--- src/rtl/router_fsm_pkg.sv ---
// Shared router types: controller state enumeration and header address constants.
// Three output ports addressed by a 2-bit header field; the fourth code is reserved.
package router_fsm_pkg;

    localparam int NUM_PORTS = 3;

    typedef logic [1:0] addr_t;

    localparam addr_t PORT0        = 2'b00;
    localparam addr_t PORT1        = 2'b01;
    localparam addr_t PORT2        = 2'b10;
    localparam addr_t ADDR_INVALID = 2'b11;

    typedef enum logic [2:0] {
        DECODE_ADDRESS,
        LOAD_FIRST_DATA,
        LOAD_DATA,
        WAIT_TILL_EMPTY,
        FIFO_FULL_STATE,
        LOAD_AFTER_FULL,
        LOAD_PARITY,
        CHECK_PARITY_ERROR
    } state_t;

endpackage

--- src/rtl/router_fsm_if.sv ---
// Controller <-> register block / output FIFO signal bundle; master is the FSM side.
// Strobes are registered-state decodes, so the slave side sees them one cycle after its inputs.
interface router_fsm_if;
    import router_fsm_pkg::*;

    logic  pkt_valid;
    addr_t data_in;
    logic  fifo_full;
    logic  fifo_empty_0;
    logic  fifo_empty_1;
    logic  fifo_empty_2;
    logic  soft_reset_0;
    logic  soft_reset_1;
    logic  soft_reset_2;
    logic  parity_done;
    logic  low_pkt_valid;

    logic  detect_add;
    logic  lfd_state;
    logic  ld_state;
    logic  laf_state;
    logic  full_state;
    logic  rst_int_reg;
    logic  write_enb_reg;
    logic  busy;

    modport master (
        input  pkt_valid, data_in, fifo_full,
        input  fifo_empty_0, fifo_empty_1, fifo_empty_2,
        input  soft_reset_0, soft_reset_1, soft_reset_2,
        input  parity_done, low_pkt_valid,
        output detect_add, lfd_state, ld_state, laf_state, full_state, rst_int_reg,
        output write_enb_reg, busy
    );

    modport slave (
        output pkt_valid, data_in, fifo_full,
        output fifo_empty_0, fifo_empty_1, fifo_empty_2,
        output soft_reset_0, soft_reset_1, soft_reset_2,
        output parity_done, low_pkt_valid,
        input  detect_add, lfd_state, ld_state, laf_state, full_state, rst_int_reg,
        input  write_enb_reg, busy
    );

endinterface

--- src/rtl/router_fsm.sv ---
// Router packet-load controller: Moore FSM, outputs follow the registered state (1-cycle latency).
// busy asks the source to hold its byte whenever the FSM is not decoding or streaming payload.
module router_fsm
    import router_fsm_pkg::*;
(
    input  logic          clock,
    input  logic          reset,
    router_fsm_if.master  bus
);

    state_t state_q, state_d;
    addr_t  addr_q,  addr_d;

    // Reserved address slot stays 0 so indexing by any 2-bit code is defined.
    logic [NUM_PORTS:0] empty_vec;
    logic [NUM_PORTS:0] soft_vec;

    always_comb begin
        empty_vec               = '0;
        soft_vec                = '0;
        empty_vec[PORT0]        = bus.fifo_empty_0;
        empty_vec[PORT1]        = bus.fifo_empty_1;
        empty_vec[PORT2]        = bus.fifo_empty_2;
        empty_vec[ADDR_INVALID] = 1'b0;
        soft_vec[PORT0]         = bus.soft_reset_0;
        soft_vec[PORT1]         = bus.soft_reset_1;
        soft_vec[PORT2]         = bus.soft_reset_2;
        soft_vec[ADDR_INVALID]  = 1'b0;
    end

    always_ff @(posedge clock) begin
        if (reset) begin
            state_q <= DECODE_ADDRESS;
            addr_q  <= PORT0;
        end else begin
            state_q <= state_d;
            addr_q  <= addr_d;
        end
    end

    always_comb begin
        state_d = state_q;
        addr_d  = addr_q;
        unique case (state_q)
            DECODE_ADDRESS: begin
                if (bus.pkt_valid && (bus.data_in != ADDR_INVALID)) begin
                    addr_d  = bus.data_in;
                    state_d = empty_vec[bus.data_in] ? LOAD_FIRST_DATA : WAIT_TILL_EMPTY;
                end
            end
            LOAD_FIRST_DATA: state_d = LOAD_DATA;
            LOAD_DATA: begin
                if (bus.fifo_full)       state_d = FIFO_FULL_STATE;
                else if (!bus.pkt_valid) state_d = LOAD_PARITY;
            end
            WAIT_TILL_EMPTY: begin
                if (empty_vec[addr_q]) state_d = LOAD_FIRST_DATA;
            end
            FIFO_FULL_STATE: begin
                if (!bus.fifo_full) state_d = LOAD_AFTER_FULL;
            end
            LOAD_AFTER_FULL: begin
                if (bus.parity_done)        state_d = DECODE_ADDRESS;
                else if (bus.low_pkt_valid) state_d = LOAD_PARITY;
                else                        state_d = LOAD_DATA;
            end
            LOAD_PARITY: state_d = CHECK_PARITY_ERROR;
            CHECK_PARITY_ERROR: state_d = bus.fifo_full ? FIFO_FULL_STATE : DECODE_ADDRESS;
            default: state_d = DECODE_ADDRESS;
        endcase

        // A read timeout on the port being loaded abandons the packet.
        if ((state_q != DECODE_ADDRESS) && soft_vec[addr_q]) begin
            state_d = DECODE_ADDRESS;
        end
    end

    always_comb begin
        bus.detect_add    = 1'b0;
        bus.lfd_state     = 1'b0;
        bus.ld_state      = 1'b0;
        bus.laf_state     = 1'b0;
        bus.full_state    = 1'b0;
        bus.rst_int_reg   = 1'b0;
        bus.write_enb_reg = 1'b0;
        bus.busy          = 1'b1;
        unique case (state_q)
            DECODE_ADDRESS: begin
                bus.detect_add = 1'b1;
                bus.busy       = 1'b0;
            end
            LOAD_FIRST_DATA: bus.lfd_state = 1'b1;
            LOAD_DATA: begin
                bus.ld_state      = 1'b1;
                bus.write_enb_reg = 1'b1;
                bus.busy          = 1'b0;
            end
            WAIT_TILL_EMPTY: ;
            FIFO_FULL_STATE: bus.full_state = 1'b1;
            LOAD_AFTER_FULL: begin
                bus.laf_state     = 1'b1;
                bus.write_enb_reg = 1'b1;
            end
            LOAD_PARITY: bus.write_enb_reg = 1'b1;
            CHECK_PARITY_ERROR: bus.rst_int_reg = 1'b1;
            default: ;
        endcase
    end

endmodule

--- src/flat_wrapper.sv ---
// flat-port wrapper written by rule: the top's interface ports become plain ports
module router_fsm_flat import router_fsm_pkg::*;
  (clock, reset, bus_pkt_valid, bus_data_in, bus_fifo_full, bus_fifo_empty_0, bus_fifo_empty_1, bus_fifo_empty_2, bus_soft_reset_0, bus_soft_reset_1, bus_soft_reset_2, bus_parity_done, bus_low_pkt_valid, bus_detect_add, bus_lfd_state, bus_ld_state, bus_laf_state, bus_full_state, bus_rst_int_reg, bus_write_enb_reg, bus_busy);
  router_fsm_if bus_i ();
  input  logic clock;
  input  logic reset;
  input wire logic [$bits(bus_i.pkt_valid)-1:0] bus_pkt_valid;
  input wire logic [$bits(bus_i.data_in)-1:0] bus_data_in;
  input wire logic [$bits(bus_i.fifo_full)-1:0] bus_fifo_full;
  input wire logic [$bits(bus_i.fifo_empty_0)-1:0] bus_fifo_empty_0;
  input wire logic [$bits(bus_i.fifo_empty_1)-1:0] bus_fifo_empty_1;
  input wire logic [$bits(bus_i.fifo_empty_2)-1:0] bus_fifo_empty_2;
  input wire logic [$bits(bus_i.soft_reset_0)-1:0] bus_soft_reset_0;
  input wire logic [$bits(bus_i.soft_reset_1)-1:0] bus_soft_reset_1;
  input wire logic [$bits(bus_i.soft_reset_2)-1:0] bus_soft_reset_2;
  input wire logic [$bits(bus_i.parity_done)-1:0] bus_parity_done;
  input wire logic [$bits(bus_i.low_pkt_valid)-1:0] bus_low_pkt_valid;
  output wire logic [$bits(bus_i.detect_add)-1:0] bus_detect_add;
  output wire logic [$bits(bus_i.lfd_state)-1:0] bus_lfd_state;
  output wire logic [$bits(bus_i.ld_state)-1:0] bus_ld_state;
  output wire logic [$bits(bus_i.laf_state)-1:0] bus_laf_state;
  output wire logic [$bits(bus_i.full_state)-1:0] bus_full_state;
  output wire logic [$bits(bus_i.rst_int_reg)-1:0] bus_rst_int_reg;
  output wire logic [$bits(bus_i.write_enb_reg)-1:0] bus_write_enb_reg;
  output wire logic [$bits(bus_i.busy)-1:0] bus_busy;
  assign bus_i.pkt_valid = bus_pkt_valid;
  assign bus_i.data_in = bus_data_in;
  assign bus_i.fifo_full = bus_fifo_full;
  assign bus_i.fifo_empty_0 = bus_fifo_empty_0;
  assign bus_i.fifo_empty_1 = bus_fifo_empty_1;
  assign bus_i.fifo_empty_2 = bus_fifo_empty_2;
  assign bus_i.soft_reset_0 = bus_soft_reset_0;
  assign bus_i.soft_reset_1 = bus_soft_reset_1;
  assign bus_i.soft_reset_2 = bus_soft_reset_2;
  assign bus_i.parity_done = bus_parity_done;
  assign bus_i.low_pkt_valid = bus_low_pkt_valid;
  assign bus_detect_add = bus_i.detect_add;
  assign bus_lfd_state = bus_i.lfd_state;
  assign bus_ld_state = bus_i.ld_state;
  assign bus_laf_state = bus_i.laf_state;
  assign bus_full_state = bus_i.full_state;
  assign bus_rst_int_reg = bus_i.rst_int_reg;
  assign bus_write_enb_reg = bus_i.write_enb_reg;
  assign bus_busy = bus_i.busy;
  router_fsm u_core (.clock(clock), .reset(reset), .bus(bus_i));
endmodule
--- config.mk ---
export PLATFORM = sky130hd
export DESIGN_NAME = router_fsm_flat
export DESIGN_NICKNAME = d
export VERILOG_FILES = /design/src/rtl/router_fsm_pkg.sv /design/src/rtl/router_fsm_if.sv /design/src/rtl/router_fsm.sv /design/src/flat_wrapper.sv
export SDC_FILE = /design/constraint.sdc
export NUM_CORES = 1
export LEC_CHECK = 0
export CAP_MARGIN = 10
export CORE_MARGIN = 2
export CORE_UTILIZATION = 35
export DETAILED_ROUTE_END_ITERATION = 6
export GPL_TIMING_DRIVEN = 0
export HOLD_SLACK_MARGIN = 0.15
export PLACE_DENSITY = 0.73
export SETUP_SLACK_MARGIN = 0.3
export SYNTH_ARGS = -nofsm -noshare
export SYNTH_HDL_FRONTEND = slang
export SYNTH_SLANG_ARGS = --single-unit
--- constraint.sdc ---
create_clock -name clock -period 1.1 [get_ports clock]
set_input_delay 0.22 -clock clock [delete_from_list [all_inputs] [get_ports clock]]
set_output_delay 0.22 -clock clock [all_outputs]
set_load 0.02 [all_outputs]
Yosys cells after proc, flatten, opt, wreduce, memory -nomap -nowiden
Cells that the tools add are included.
{"block": "word_totals", "out_inout_bits": 8, "wordCells": 49, "in_bits": 14, "ff_bits": 5}
{"block": "classes", "eq_ne": 12, "reduce_logical": 9, "order_cmp": 2, "muxes": 24}
{"cell": "$mux W3", "count": 8}
{"cell": "$pmux W3 S8", "count": 1}
{"cell": "$eq A3 B3 Y1 const B", "count": 4}
{"cell": "$mux W1", "count": 11}
{"cell": "$bmux W1 S2", "count": 3}
{"cell": "$eq A3 B2 Y1 const B", "count": 2}
{"cell": "$lt A2 B3 Y1 const B", "count": 2}
{"cell": "$ne A2 B1 Y1 const B", "count": 2}
{"cell": "$ne A2 B2 Y1 const B", "count": 2}
{"cell": "$reduce_and A4 Y1", "count": 1}
{"cell": "$reduce_or A2 Y1", "count": 2}
{"cell": "$eq A3 B1 Y1 const B", "count": 1}
{"cell": "$logic_not A3 Y1", "count": 1}
{"cell": "$ne A3 B3 Y1 const B", "count": 1}
{"cell": "$reduce_bool A3 Y1", "count": 1}
{"cell": "$reduce_or A3 Y1", "count": 1}
{"cell": "$logic_and A1 B1 Y1", "count": 2}
{"cell": "$mux W2", "count": 1}
{"cell": "$reduce_and A2 Y1", "count": 1}

Depth between registers and ports, before layout
{"block": "depth", "word_depth": 5, "ltp_mapped": 5, "ltp_nobuf": 4}

Worst setup path before layout
Ideal clock, no wire load.
{"block": "synth_path", "path_type": "flip-flop to output port", "from": "register u_core.state_q[0]", "to": "output port bus_ld_state", "path_buffers": 1, "arrival_time_ns": 1.093, "t_required_ns": 0.880, "path_stages_with_launch": 4, "path_slack_ns": -0.213, "cell_sequence": "dfxtp_1 buf_4 or2_2 nor2_1"}
{"block": "synth_via", "elab_chain_cells": 2}
{"element": "start, declared", "line_no": "router_fsm.sv:11", "rtl": "state_t state_q, state_d;"}
{"element": "start signal, assigned", "line_no": "router_fsm.sv:36", "rtl": "state_q <= state_d;"}
{"element": "$eq A3 B2 Y1", "line_no": "router_fsm.sv:87", "rtl": "unique case (state_q)"}
{"element": "$mux W1", "line_no": "router_fsm.sv:87"}
{"element": "end, declared", "line_no": "flat_wrapper.sv:20", "rtl": "output wire logic [$bits(bus_i.ld_state)-1:0] bus_ld_state;"}
No other way between the ends.

Final worst setup path
{"block": "layout_path", "from": "register u_core.state_q[1]", "to": "output port bus_detect_add"}
{"block": "layout_via", "elab_chain_cells": 2}
{"element": "$logic_not A3 Y1", "line_no": "router_fsm.sv:87"}
{"element": "$mux W1", "line_no": "router_fsm.sv:87"}
{"element": "end, declared", "line_no": "flat_wrapper.sv:18", "rtl": "output wire logic [$bits(bus_i.detect_add)-1:0] bus_detect_add;"}
No other way between the ends.

==> run_results.csv <==
group,metric,value,unit
run_status,status,"finished with violations",
run_status,failed_checks,"negative setup slack",
timing,rsz0062_at_grt,"yes",
die,num_io_pins,22,
routing,wl_per_cell,14.0,um
timing,layout_min_cycle_time,1.42,ns
logic_synthesis,ys_types,30,
die,rows,13,
cells_and_area,final_common_cell,"buf_6",
routing,routed_wl,1500,um
global_route,antenna_found_initial,0,
logic_synthesis,syn_avg_cell_area,8.44,sq um
timing,fmax,0.706,GHz
cells_and_area,diodes,0,
setup_path,cp.arrival,1.20,ns
clock_network,cts_buffers,3,
worst_hold_path,min-delay-start,"bus_data_in[1]",
die,die_w,40.4,um
timing,worst_slew_pin_slew,0.244,ns
setup_path,ff2ff_setup_slack,-0.30,ns
logic_synthesis,yosysSeqAreaShare,0.216,
timing,slew_headroom,0.837,
logic_synthesis,synthesis.nets,69,
logic_synthesis,netlist_instances,55,
worst_hold_path,hold_path.class,"in -> reg",
cells_and_area,fillers,107,
setup_path,cp-start-kind,"register",
pwr,comb_power_share,0.780,
worst_hold_path,hold_depth,4,
routing,remaining_drc_errors,0,
worst_hold_path,hold_path_end,"u_core.addr_q[0]$_SDFFE_PP0P_",
setup_path,r2r_start,"u_core.state_q[1]$_SDFFE_PP0P_",
pwr,swShare,0.393,
cells_and_area,drive_gt1_frac,0.511,
timing,hold_viol,0,
routing,drt_iter0_markers,1,
die,core_area,1270,sq um
timing,worst_slack,-0.317,ns
pwr,irDropWorstVdd,1.18,mV
global_route,grt-ovfl-total,0,
clock_network,clk_latency,0.23,ns
pwr,switchingPower,0.898,mW
cells_and_area,final_core_util,0.713,
placement,io_buffers,21,
cells_and_area,layout_common_cells,"14 x buf_6, 12 x clkdlybuf4s50_1, 8 x buf_4",
timing,setup-violations-final,13,
setup_path,crit_required,0.88,ns
routing,vias,533,
logic_synthesis,ys_seq_elements,5,
clock_network,cts_hold_buf,0,
setup_path,cp-end-kind,"primary output",
timing,slew_violations,0,
global_route,grt_pass1_vias,533,
clock_network,cts_buffer_depth,2,
global_route,grt_max_degree,7,
pwr,seq_power_share,0.134,
clock_network,clockRootBuffer,"clkbuf_4",
clock_network,clk_pin_slew,0.04,ns
die,die_area,1630,sq um
routing,dr.pass1.iters,2,
timing,period_share,1.29,
cells_and_area,syn2layout_area_growth,94.9,%
setup_path,worstPathMaxFanout,6,
clock_network,cts_tree,"built",
global_route,grt_pass1_wl,2330,um
die,die_h,40.4,um
routing,viasPerCell,4.98,
placement,gp_congestion,0.748,
timing,whs,0.568,ns
routing,ant_nets,0,
setup_path,reg2reg_depth,5,
setup_path,critPathKind,"reg -> out",
cells_and_area,finalNetCount,107,
clock_network,cts.sinks,5,
clock_network,cts-htree-levels,1,
job,drv_cap,0,
logic_synthesis,synth_area,464,sq um
pwr,power.internal,1.39,mW
timing,finClkSkew,0.00177,ns
die,start_util,0.366,
logic_synthesis,yosysWarnings,0,
global_route,grt_use_total,0.220,
pwr,pwr_density_cell,2520,nW/um^2
pwr,clkPwrFrac,0.087,
pwr,p_leak,0.383,nW
setup_path,r2r_end,"u_core.state_q[1]$_SDFFE_PP0P_",
-- metrics by stage --
stage	setup slack [ns]	instance area [sq um]	TNS, ns	total power [mW]	instances
2_1_floorplan	-0.128	492	-0.647	1.13	55
3_3_place_gp	-0.573	721	-5.03	1.49	91
3_5_place_dp	-0.573	721	-5.14	1.50	91
4_1_cts	-0.341	883	-3.29	2.18	106
5_1_grt	-0.374	905	-3.96	2.45	107
6_report	-0.317	905	-3.26	2.28	107
-- Yosys cell counts --
| cell | number | area share |
|---|---|---|
| dfxtp_1 | 5 | 0.22 |
| nor2_1 | 5 | 0.040 |
| mux2i_1 | 4 | 0.086 |
| o21ai_0 | 4 | 0.043 |
| a21o_1 | 3 | 0.049 |
| nand3b_1 | 3 | 0.049 |
| nor2b_1 | 3 | 0.040 |
| a21oi_1 | 2 | 0.022 |
| and2b_2 | 2 | 0.038 |
| inv_1 | 2 | 0.016 |
| nand2_1 | 2 | 0.016 |
| nor3b_2 | 2 | 0.054 |
| a2111o_1 | 1 | 0.024 |
| a211oi_2 | 1 | 0.027 |
| a22o_1 | 1 | 0.019 |
| a22oi_1 | 1 | 0.016 |
| and2_2 | 1 | 0.016 |
| and2_4 | 1 | 0.019 |
| and3_2 | 1 | 0.016 |
| buf_2 | 1 | 0.011 |
| buf_4 | 1 | 0.016 |
| nand2b_1 | 1 | 0.013 |
| nor3_1 | 1 | 0.011 |
| nor3_2 | 1 | 0.022 |
| nor3b_4 | 1 | 0.040 |
| o21ai_1 | 1 | 0.011 |
| o2bb2ai_1 | 1 | 0.019 |
| or2_1 | 1 | 0.013 |
| or2_2 | 1 | 0.013 |
| or3_4 | 1 | 0.024 |
-- sequential cells by signal (all words and copies together), names as in the netlist --
register / flops
u_core.state_q: 3
u_core.addr_q: 2
-- area by class of cell --
cell class | instances | area (sq um) | area share
clock buffer | 4 | 26.3 | 0.0290
buffer | 2 | 22.5 | 0.0249
timing repair buffer | 33 | 324 | 0.358
sequential | 5 | 105 | 0.116
tap | 15 | 18.8 | 0.0207
inverter | 2 | 7.51 | 0.00830
multi-input combinational | 46 | 400 | 0.443
-- power by group through the flow --
stage               clock network (mW)  registers (mW)  logic [mW]
global placement                     0           0.310        1.18
CTS                              0.209           0.298        1.67
global route                     0.223           0.312        1.91
detailed placement                   0           0.310        1.19
finish                           0.198           0.305        1.78
floorplan                            0           0.295       0.837
-- critical path: stages, from the launching register on --
cell and delay (ns):
dfxtp_1 0.30, buf_6 0.13, or3_4 0.37, inv_2 0.07, buf_6 0.11
-- per-layer routing --
layer	GRT usage	vias up	wire length (um)
met4	0.150	0	21
li1	-	274	-
met2	0.373	12	756
met1	0.246	245	678
met5	0	-	0
met3	0.0389	2	46
-- worst max path at each step --
| stage | depth (start not counted) | to | from |
|---|---|---|---|
| global placement | 4 | bus_detect_add | u_core.state_q[1]$_SDFFE_PP0P_ |
| CTS | 4 | bus_detect_add | u_core.state_q[1]$_SDFFE_PP0P_ |
| global route | 5 | bus_write_enb_reg | u_core.state_q[1]$_SDFFE_PP0P_ |
| floorplan | 4 | u_core.state_q[1]$_SDFFE_PP0P_ | u_core.state_q[1]$_SDFFE_PP0P_ |
| detailed placement | 4 | bus_detect_add | u_core.state_q[1]$_SDFFE_PP0P_ |
| finish | 4 | bus_detect_add | u_core.state_q[1]$_SDFFE_PP0P_ |
-- timing repair --
item / 4_1_cts / 5_1_grt
setup buffers: 11 / 1
resized for setup: 60 / 4
pin swaps: 9 / 4
setup endpoints to repair: 13 / 13
-- kinds of logic (layout without fill, tap and decap cells) --
family,count (synthesis),after routing,share of synthesized area
AOI/OAI and AO/OA,15,15,0.229
buffers and inverters,4,41,0.0431
DFF,5,5,0.216
muxes,4,4,0.0863
and+or+nand+nor,27,27,0.426
Note: power is estimated with default switching activity, not from simulation.
